## src/rtl/mem_read_pkg.sv

```systemverilog
// Shared defaults and constants for the memory read stage.
package mem_read_pkg;
    localparam int DEF_ADDR_W = 16;
    localparam int DEF_DATA_W = 16;
    localparam int DEF_DEPTH  = 4;

    // Returned in place of SRAM data for rejected (out-of-range) reads.
    localparam logic [15:0] OOB_FILL = 16'hDEAD;

    // Occupancy counter width: must hold 0..depth inclusive.
    function automatic int cnt_w(input int depth);
        return $clog2(depth) + 1;
    endfunction
endpackage

```

## src/rtl/mem_read_stage_if.sv

```systemverilog
// Upstream address, SRAM and downstream data handshake bundle.
// slave = the read stage, master = its surroundings.
interface mem_read_stage_if
    import mem_read_pkg::*;
#(
    parameter int ADDR_W = DEF_ADDR_W,
    parameter int DATA_W = DEF_DATA_W
) ();
    logic [ADDR_W-1:0] addr_in;
    logic              addr_valid;
    logic              addr_ready;
    logic              mem_ren;
    logic [ADDR_W-1:0] mem_raddr;
    logic [DATA_W-1:0] mem_rdata;
    logic [DATA_W-1:0] data_out;
    logic              data_valid;
    logic              data_ready;
    logic [15:0]       rd_count;

    modport slave (
        input  addr_in, addr_valid, mem_rdata, data_ready,
        output addr_ready, mem_ren, mem_raddr, data_out, data_valid, rd_count
    );

    modport master (
        output addr_in, addr_valid, mem_rdata, data_ready,
        input  addr_ready, mem_ren, mem_raddr, data_out, data_valid, rd_count
    );
endinterface

```

## src/rtl/sync_fifo.sv

```systemverilog
// Small power-of-two synchronous FIFO used as the read-return buffer.
// Storage is not reset; only pointers and occupancy are.
module sync_fifo
    import mem_read_pkg::*;
#(
    parameter int DATA_W = DEF_DATA_W,
    parameter int DEPTH  = DEF_DEPTH
) (
    input  logic                     clk,
    input  logic                     rst_n,
    input  logic                     push,
    input  logic [DATA_W-1:0]        din,
    input  logic                     pop,
    output logic [DATA_W-1:0]        dout,
    output logic                     full,
    output logic                     empty,
    output logic [$clog2(DEPTH):0]   count
);
    localparam int AW = $clog2(DEPTH);
    localparam int CW = cnt_w(DEPTH);

    logic [DATA_W-1:0] mem_q [DEPTH];
    logic [AW-1:0]     wr_ptr_q, wr_ptr_d, rd_ptr_q, rd_ptr_d;
    logic [CW-1:0]     count_q, count_d;
    logic              do_push, do_pop;

    assign do_push = push && !full;
    assign do_pop  = pop && !empty;

    // Next pointers/occupancy; pointers wrap naturally since DEPTH is 2^AW.
    always_comb begin
        wr_ptr_d = wr_ptr_q + AW'(do_push);
        rd_ptr_d = rd_ptr_q + AW'(do_pop);
        count_d  = count_q + CW'(do_push) - CW'(do_pop);
    end

    // Pointer and occupancy registers.
    always_ff @(posedge clk or negedge rst_n) begin
        if (!rst_n) begin
            wr_ptr_q <= '0;
            rd_ptr_q <= '0;
            count_q  <= '0;
        end else begin
            wr_ptr_q <= wr_ptr_d;
            rd_ptr_q <= rd_ptr_d;
            count_q  <= count_d;
        end
    end

    // Entry storage write.
    always_ff @(posedge clk) begin
        if (do_push) mem_q[wr_ptr_q] <= din;
    end

    assign dout  = mem_q[rd_ptr_q];
    assign full  = (count_q == CW'(DEPTH));
    assign empty = (count_q == '0);
    assign count = count_q;
endmodule

```

## src/rtl/mem_read_stage.sv

```systemverilog
// Memory read stage: issues SRAM reads for accepted addresses and buffers
// the returned data in accept order. Optional feature macro:
// MEM_READ_BOUNDS_EN adds addr_limit/oob_err and replaces out-of-range
// reads with OOB_FILL.
module mem_read_stage
    import mem_read_pkg::*;
#(
    parameter int ADDR_W = DEF_ADDR_W,
    parameter int DATA_W = DEF_DATA_W,
    parameter int DEPTH  = DEF_DEPTH
) (
    input  logic              clk,
    input  logic              rst_n,
    mem_read_stage_if.slave   bus
`ifdef MEM_READ_BOUNDS_EN
    ,input  logic [ADDR_W-1:0] addr_limit
    ,output logic              oob_err
`endif
);
    localparam int CW = cnt_w(DEPTH);

    logic              accept, rd_en, pop;
    logic              inflight_q, inflight_d;
    logic [15:0]       rd_count_q, rd_count_d;
    logic [DATA_W-1:0] push_data, head;
    logic [CW-1:0]     fifo_count;
    logic              fifo_full, fifo_empty;
    logic [CW:0]       credit;

    // A read in flight already owns a buffer slot; a same-cycle pop is
    // deliberately not credited so ready never depends on data_ready.
    assign credit         = {1'b0, fifo_count} + {{CW{1'b0}}, inflight_q};
    assign bus.addr_ready = rst_n && !fifo_full && (credit < (CW+1)'(DEPTH));
    assign accept         = bus.addr_valid && bus.addr_ready;

`ifdef MEM_READ_BOUNDS_EN
    logic oob_acc, oob_q, oob_err_q;

    assign oob_acc   = accept && (bus.addr_in >= addr_limit);
    assign rd_en     = accept && !oob_acc;
    assign push_data = oob_q ? DATA_W'(OOB_FILL) : bus.mem_rdata;
    assign oob_err   = oob_err_q;

    // Track whether the slot in flight is a fill, and latch the sticky error.
    always_ff @(posedge clk or negedge rst_n) begin
        if (!rst_n) begin
            oob_q     <= 1'b0;
            oob_err_q <= 1'b0;
        end else begin
            oob_q     <= oob_acc;
            oob_err_q <= oob_err_q | oob_acc;
        end
    end
`else
    assign rd_en     = accept;
    assign push_data = bus.mem_rdata;
`endif

    assign bus.mem_ren   = rd_en;
    assign bus.mem_raddr = rd_en ? bus.addr_in : '0;

    assign bus.data_valid = !fifo_empty;
    assign bus.data_out   = fifo_empty ? '0 : head;
    assign bus.rd_count   = rd_count_q;
    assign pop            = bus.data_valid && bus.data_ready;

    // Next-state for in-flight flag and accept counter.
    always_comb begin
        inflight_d = accept;
        rd_count_d = rd_count_q + 16'(accept);
    end

    // Reset clears inflight, so the SRAM return after reset is never pushed.
    always_ff @(posedge clk or negedge rst_n) begin
        if (!rst_n) begin
            inflight_q <= 1'b0;
            rd_count_q <= '0;
        end else begin
            inflight_q <= inflight_d;
            rd_count_q <= rd_count_d;
        end
    end

    sync_fifo #(.DATA_W(DATA_W), .DEPTH(DEPTH)) u_fifo (
        .clk   (clk),
        .rst_n (rst_n),
        .push  (inflight_q),
        .din   (push_data),
        .pop   (pop),
        .dout  (head),
        .full  (fifo_full),
        .empty (fifo_empty),
        .count (fifo_count)
    );
endmodule

```

## src/flat_wrapper.sv

```systemverilog
// flat-port wrapper written by rule: the top's interface ports become plain ports
module mem_read_stage_flat import mem_read_pkg::*;
#(
    parameter int ADDR_W = DEF_ADDR_W,
    parameter int DATA_W = DEF_DATA_W,
    parameter int DEPTH  = DEF_DEPTH
)
  (clk, rst_n, bus_addr_in, bus_addr_valid, bus_mem_rdata, bus_data_ready, bus_addr_ready, bus_mem_ren, bus_mem_raddr, bus_data_out, bus_data_valid, bus_rd_count);
  mem_read_stage_if #(.ADDR_W(ADDR_W), .DATA_W(DATA_W)) bus_i ();
  input  logic clk;
  input  logic rst_n;
  input wire logic [$bits(bus_i.addr_in)-1:0] bus_addr_in;
  input wire logic [$bits(bus_i.addr_valid)-1:0] bus_addr_valid;
  input wire logic [$bits(bus_i.mem_rdata)-1:0] bus_mem_rdata;
  input wire logic [$bits(bus_i.data_ready)-1:0] bus_data_ready;
  output wire logic [$bits(bus_i.addr_ready)-1:0] bus_addr_ready;
  output wire logic [$bits(bus_i.mem_ren)-1:0] bus_mem_ren;
  output wire logic [$bits(bus_i.mem_raddr)-1:0] bus_mem_raddr;
  output wire logic [$bits(bus_i.data_out)-1:0] bus_data_out;
  output wire logic [$bits(bus_i.data_valid)-1:0] bus_data_valid;
  output wire logic [$bits(bus_i.rd_count)-1:0] bus_rd_count;
  assign bus_i.addr_in = bus_addr_in;
  assign bus_i.addr_valid = bus_addr_valid;
  assign bus_i.mem_rdata = bus_mem_rdata;
  assign bus_i.data_ready = bus_data_ready;
  assign bus_addr_ready = bus_i.addr_ready;
  assign bus_mem_ren = bus_i.mem_ren;
  assign bus_mem_raddr = bus_i.mem_raddr;
  assign bus_data_out = bus_i.data_out;
  assign bus_data_valid = bus_i.data_valid;
  assign bus_rd_count = bus_i.rd_count;
  mem_read_stage #(.ADDR_W(ADDR_W), .DATA_W(DATA_W), .DEPTH(DEPTH)) u_core (.clk(clk), .rst_n(rst_n), .bus(bus_i));
endmodule
```

## config.mk

```make
export PLATFORM = sky130hd
export DESIGN_NAME = mem_read_stage_flat
export DESIGN_NICKNAME = d
export VERILOG_FILES = /design/src/rtl/mem_read_pkg.sv /design/src/rtl/mem_read_stage_if.sv /design/src/rtl/sync_fifo.sv /design/src/rtl/mem_read_stage.sv /design/src/flat_wrapper.sv
export SDC_FILE = /design/constraint.sdc
export NUM_CORES = 1
export LEC_CHECK = 0
export ABC_AREA = 0
export BUFFER_PORTS_ARGS = -buffer_cell sky130_fd_sc_hd__buf_2
export CAP_MARGIN = 20
export CORE_ASPECT_RATIO = 1.4
export CORE_MARGIN = 3
export CORE_UTILIZATION = 50
export CTS_CLUSTER_DIAMETER = 30
export CTS_CLUSTER_SIZE = 24
export DETAILED_ROUTE_END_ITERATION = 6
export MAX_ROUTING_LAYER = met4
export PLACE_DENSITY = 0.74
export SLEW_MARGIN = 20
export SYNTH_ARGS = -nofsm -noshare
export SYNTH_HDL_FRONTEND = slang
export SYNTH_SLANG_ARGS = --single-unit
```

## constraint.sdc

```tcl
create_clock -name clk -period 3 [get_ports clk]
set_input_delay 0.45 -clock clk [delete_from_list [all_inputs] [get_ports clk]]
set_output_delay 0.45 -clock clk [all_outputs]
set_load 0.02 [all_outputs]
```

## After elaboration in Yosys (flattened, before gate mapping)

Memories as Yosys holds them, arrays and structs flattened.
Cells that the tools add are included.

- Register bits: 24
- Memories: 1
- Input port bits: 36
- Logic and storage cells: 27
- Memory bits (writable): 64

Memory list:

| memory | words | bits a word | rd ports | clocked after Yosys merged registers in | write ports | RTL line | RTL |
|---|---|---|---|---|---|---|---|
| u_core.u_fifo.mem_q | 4 | 16 | 1 | 0 | 1 | sync_fifo.sv:22 | `logic [DATA_W-1:0] mem_q [DEPTH];` |

- Add/sub/neg operators: 6
- Reduce and logical (&&, ||, !) cells: 9
- Eq/ne operators: 1
- Mux-type cells: 4
- $lt $le $gt $ge: 1

Operator list:

| operator | number |
|---|---|
| $mux 16 | 2 |
| $add 16x1->16 | 1 |
| $logic_and 1x1->1 | 6 |
| $add 2x1->2 | 2 |
| $add 3x1->4 | 1 |
| $lt 4x3->1 const B | 1 |
| $add 3x1->3 | 1 |
| $eq 3x3->1 const B | 1 |
| $logic_not 3->1 | 1 |
| $sub 3x1->3 | 1 |
| $logic_not 1->1 | 2 |
| $mux 1 | 2 |

## Depth between registers and ports, before layout

- Depth after elaboration: 6
- Gate-level depth with buffers: 10
- Gate-level depth less buffers: 9

## Cells and area by module

Synthesis repeated with hierarchy kept, for this count alone.

- Cells, all modules: 213
- Area total of the unflattened synthesis: 3704.8 sq um

By module, submodules not included:

| module | cells an instance | area an instance (sq um) | seq. area each (sq um) | instances |
|---|---|---|---|---|
| sync_fifo | 115 | 2748.9 | 2097.0 | 1 |
| mem_read_stage | 98 | 955.9 | 425.4 | 1 |

## Worst setup path after synthesis

No wires, ideal clock.

- Path kind: register -> register
- From: register u_core.u_fifo.count_q[1], in the netlist u_core.u_fifo.count[1]
- To: register u_core.rd_count_q[14], in the netlist u_core.bus.rd_count[14]
- Period minus slack after synthesis: 2790 ps
- Arrival: 2711 ps
- Buffers on the path: 1
- Slack: 210 ps
- Cell stages (with the launch flop): 11
- Path through: dfrtp_1 > ha_1 > and3b_1 > a32oi_2 > buf_6 > nor2_1 > ha_1 > ha_1 > nand3_1 > nor4_1 > xor2_1

- Word-level cells in the longest chain between the ends: 6
- Elaborated cells between the ends (all ways): 8
- Classes of those cells: add/sub: 2; order compare: 1; eq/ne: 1; reduce/logical: 4

RTL lines:

| element | RTL line | RTL |
|---|---|---|
| from (decl) | sync_fifo.sv:24 | `logic [CW-1:0] count_q, count_d;` |
| from (signal assigned) | sync_fifo.sv:46 | `count_q <= count_d;` |
| branches (longest 3 deep; another with $add 3x1->4) | - |  |
| $logic_and 1x1->1 (*) | mem_read_stage.sv:33 | `assign bus.addr_ready = rst_n && !fifo_full && (credit < (CW+1)'(DEPTH));` |
| $logic_and 1x1->1 (*) | mem_read_stage.sv:34 | `assign accept = bus.addr_valid && bus.addr_ready;` |
| via bus_mem_ren | flat_wrapper.sv:17 | `output wire logic [$bits(bus_i.mem_ren)-1:0] bus_mem_ren;` |
| $add 16x1->16 (*) | mem_read_stage.sv:70 | `rd_count_d = rd_count_q + 16'(accept);` |
| via u_core.rd_count_d[14] | mem_read_stage.sv:24 | `logic [15:0] rd_count_q, rd_count_d;` |
| to (signal assigned) | mem_read_stage.sv:80 | `rd_count_q <= rd_count_d;` |
| to (decl) | mem_read_stage.sv:24 |  |

Mark *: on every way through the listed nets, which the timed path passes.

## Worst setup path after layout

- From: register u_core.u_fifo.count_q[1], in the netlist u_core.u_fifo.count[1]
- To: register u_core.rd_count_q[12], in the netlist u_core.bus.rd_count[12]

- Word-level cells in the longest chain between the ends: 6
- Elaborated cells between the ends (all ways): 8
- Classes of those cells: add/sub: 2; order compare: 1; eq/ne: 1; reduce/logical: 4

RTL lines:

| element | RTL line |
|---|---|
| branches (longest 3 deep; another with $add 3x1->4) | - |
| $logic_and 1x1->1 (*) | mem_read_stage.sv:33 |
| $logic_and 1x1->1 (*) | mem_read_stage.sv:34 |
| $add 16x1->16 (*) | mem_read_stage.sv:70 |
| via u_core.rd_count_d[12] | mem_read_stage.sv:24 |

Marks and branches as above.

==> results.py <==
metrics = {
    "layout": {
        "drive_gt1_frac": 0.370,
        "instances_no_fill": 427,
        "syn_to_final_growth_pct": 19.5,
        "final_nets": 371,
        "antennaDiodeCount": 0,
        "final_core_util": 0.629,
    },
    "synthesis": {
        "syn_area_mm2": 0.00377,
        "synth_top_flop_cell": "edfxtp_1",
        "synth_common_cells": "edfxtp_1, dfrtp_1, nand3_1, nor2_1, nor2b_1",
        "synth_top_area_cell": "edfxtp_1",
        "yosysWarningCount": 0,
        "synth_area_leaders": "edfxtp_1, dfrtp_1, mux4_2",
        "syn_avg_cell_area_um2": 16.2,
        "synthCells": 233,
        "syn_nets": 277,
        "ys_seq_area_frac": 0.669,
        "yosysUniqueCellTypes": 29,
        "async_reset_ff_frac": 0.273,
        "synth_top_area_share": 0.510,
        "synth.most_common_cell": "edfxtp_1",
        "synth_edf_count": 64,
        "ys_ff_latch": 88,
    },
    "power": {
        "power_mw": 3.72,
        "combPwrFrac": 0.334,
        "powerDensity_mw_per_mm2": 825,
        "intPower_mw": 2.48,
        "irDropWorstVdd_mv": 0.541,
        "p_sw_mw": 1.24,
        "clockPowerShare": 0.227,
        "leakagePower_nw": 1.89,
        "pwr-share-seq": 0.439,
        "switching_share": 0.334,
    },
    "drt": {
        "via_per_inst": 5.17,
        "post_drt_wl_per_cell_um": 15.3,
        "dr.first_iter.drc_count": 97,
        "vias": 2208,
        "route.detailed.drc": 0,
        "wl_met3_um": 418,
        "dr.pass1.iters": 4,
        "wl_met1_mm": 2.51,
        "wl_mm": 6.52,
        "wl_met2_mm": 3.51,
        "maxUsedRoutingLayer": "met4",
        "drtAntennaViolNets": 0,
    },
    "hold_path": {
        "min_path_type": "in -> async",
    },
    "placement": {
        "place_congestion": 0.765,
        "portBuffers": 86,
        "dp_hpwl_mm": 4.62,
        "numPlacedInstances": 411,
        "pre_cts_ws_ps": 513,
    },
    "clock_network": {
        "clock-sinks": 88,
        "cts_resized": 0,
        "hold_buffers": 0,
        "cts-buffers-inserted": 9,
        "clk_path_buf_depth": 2,
        "clock_latency_ps": 340,
        "cts_tree": "done",
        "cts-root-buf": "clkbuf_8",
        "cts.htree.levels": 3,
        "cts_setup_buffers": 0,
        "clk_pin_slew_ps": 80,
    },
    "critical_path": {
        "cp-end-kind": "flip-flop",
        "crit_buf_inv": 0,
        "worstPathCellList": "ha_1 > and3b_1 > a32oi_2 > nor2_1 > ha_1 > ha_1 > nand3_1 > nor4_1 > xor2_1",
        "cp-start-kind": "flip-flop",
        "r2r_start": "u_core.u_fifo.count[1]",
        "cp.required_ps": 3270,
        "crit_slowest_cell": "dfrtp_1",
        "crit_arrival_ps": 2740,
        "critPathLaunch": "u_core.u_fifo.count[1]",
        "rrSetupSlack_ps": 530,
        "cp_common_cell": "ha_1",
        "r2r_cells": 9,
        "crit_type": "reg -> reg",
        "crit_family": "simple AND/OR/NAND/NOR gates",
        "cp_max_fo": 6,
        "cpPeakStageDelay_ps": 480,
        "r2r_end": "u_core.bus.rd_count[12]",
    },
    "die": {
        "design.core.area_mm2": 0.00716,
        "fp.dieH_um": 109,
        "initial_utilization": 0.527,
        "pin_count": 87,
        "die-area_mm2": 0.00864,
        "num_rows": 36,
        "fp.dieW_um": 79.4,
    },
    "global_routing": {
        "grt_overflow": 0,
        "grt_pass1_wl_mm": 10.9,
        "grt_pass1_vias": 2309,
        "grtUsageTotal": 0.174,
        "grt_max_degree": 42,
        "grt_antenna_before_repair": 0,
    },
    "sta": {
        "min_period_ps": 2470,
        "fin_setup_tns_ps": 0,
        "setup_ws_ps": 530,
        "skew_ps": 7.37,
        "fmax_mhz": 405,
        "tightest_slew_ps": 819,
        "max_slew_margin": 0.454,
        "rsz0062_at_grt": "no",
        "hold_violations": 0,
        "drv_slew": 0,
        "final.period_utilization": 0.823,
        "setup_viol": 0,
    },
    "outcome": {
        "status": "finished clean",
    },
    "run": {
        "max_cap_violations": 0,
    },
}
## placed cells by master (no fill, tap or decap), drive strengths merged
cell,count
edfxtp,64
and3b,1
clkinvlp,2
clkinv,2
clkbuf,10
nand4,3
o31ai,1
inv,9
mux4,16
buf,93
a32oi,1
and3,1
xor2,12
dfrtp,24
nand2,5
o211ai,1
bufinv,2
nor4,4
nor3b,2
xnor2,5
nor2,21
nor3,6
nor2b,17
nand3,22
fa,1
ha,7
## flip-flops by register name (all words and copies together), names as in the netlist
signal / flops
u_core.bus.rd_count: 16
u_core.u_fifo.count: 3
u_core.u_fifo.mem_q: 64
u_core.inflight_q: 1
u_core.u_fifo.rd_ptr_q: 2
u_core.u_fifo.wr_ptr_q: 2
## worst register-to-register path, stage by stage (launching register included)
cell and delay, ps:
dfrtp_1 480, ha_1 250, and3b_1 220, a32oi_2 120
nor2_1 190, ha_1 220, ha_1 230, nand3_1 160
nor4_1 340, xor2_1 190
## kinds of logic after synthesis
group,after synthesis,share of synthesized area
and+or+nand+nor,82,0.115
xor gates and xnor gates,17,0.0395
buffers and inverters,19,0.0335
adders and majority gates,8,0.0285
AOI/OAI and AO/OA,3,0.0119
muxes,16,0.103
DFF,88,0.669
## metal layers
| layer | track usage | up-vias |
|---|---|---|
| met1 | 0.190 | 1066 |
| met4 | 0.0614 | 0 |
| met2 | 0.305 | 79 |
| met3 | 0.0455 | 7 |
| met5 | - | - |
| li1 | - | 1056 |
## how the worst max path moves through the flow
stage,endpoint,slack (ps),cells after the start
finish,u_core.bus.rd_count[12],530,9
global placement,u_core.bus.rd_count[14],630,9
global route,u_core.bus.rd_count[12],280,9
CTS,u_core.bus.rd_count[14],510,9
floorplan,u_core.bus.rd_count[14],210,10
detailed placement,u_core.bus.rd_count[14],510,9
## metrics by stage
stage	hold slack, ps	instance area, um2
after CTS	153	4510
after global placement	455	4300
after global routing	184	4510
after detailed placement	478	4300
final	157	4510
after floorplan	154	3770
## area by class of cell
type	instances	area (um2)
Fill cell	526	2660
Sequential cell	88	2520
Clock buffer	10	128
Clock inverter	6	83.8
Inverter	9	33.8
Timing Repair Buffer	93	483
Multi-Input combinational cell	126	1140
Tap cell	95	119
## power by group through the flow
stage	combinational (mW)	clock [mW]	sequential, mW
after floorplan	0.960	0	1.63
after global placement	1.24	0	1.65
after detailed placement	1.27	0	1.66
after CTS	1.27	0.870	1.64
after global routing	1.36	0.914	1.65
final	1.24	0.843	1.63
(Power assumes the default switching activity.)
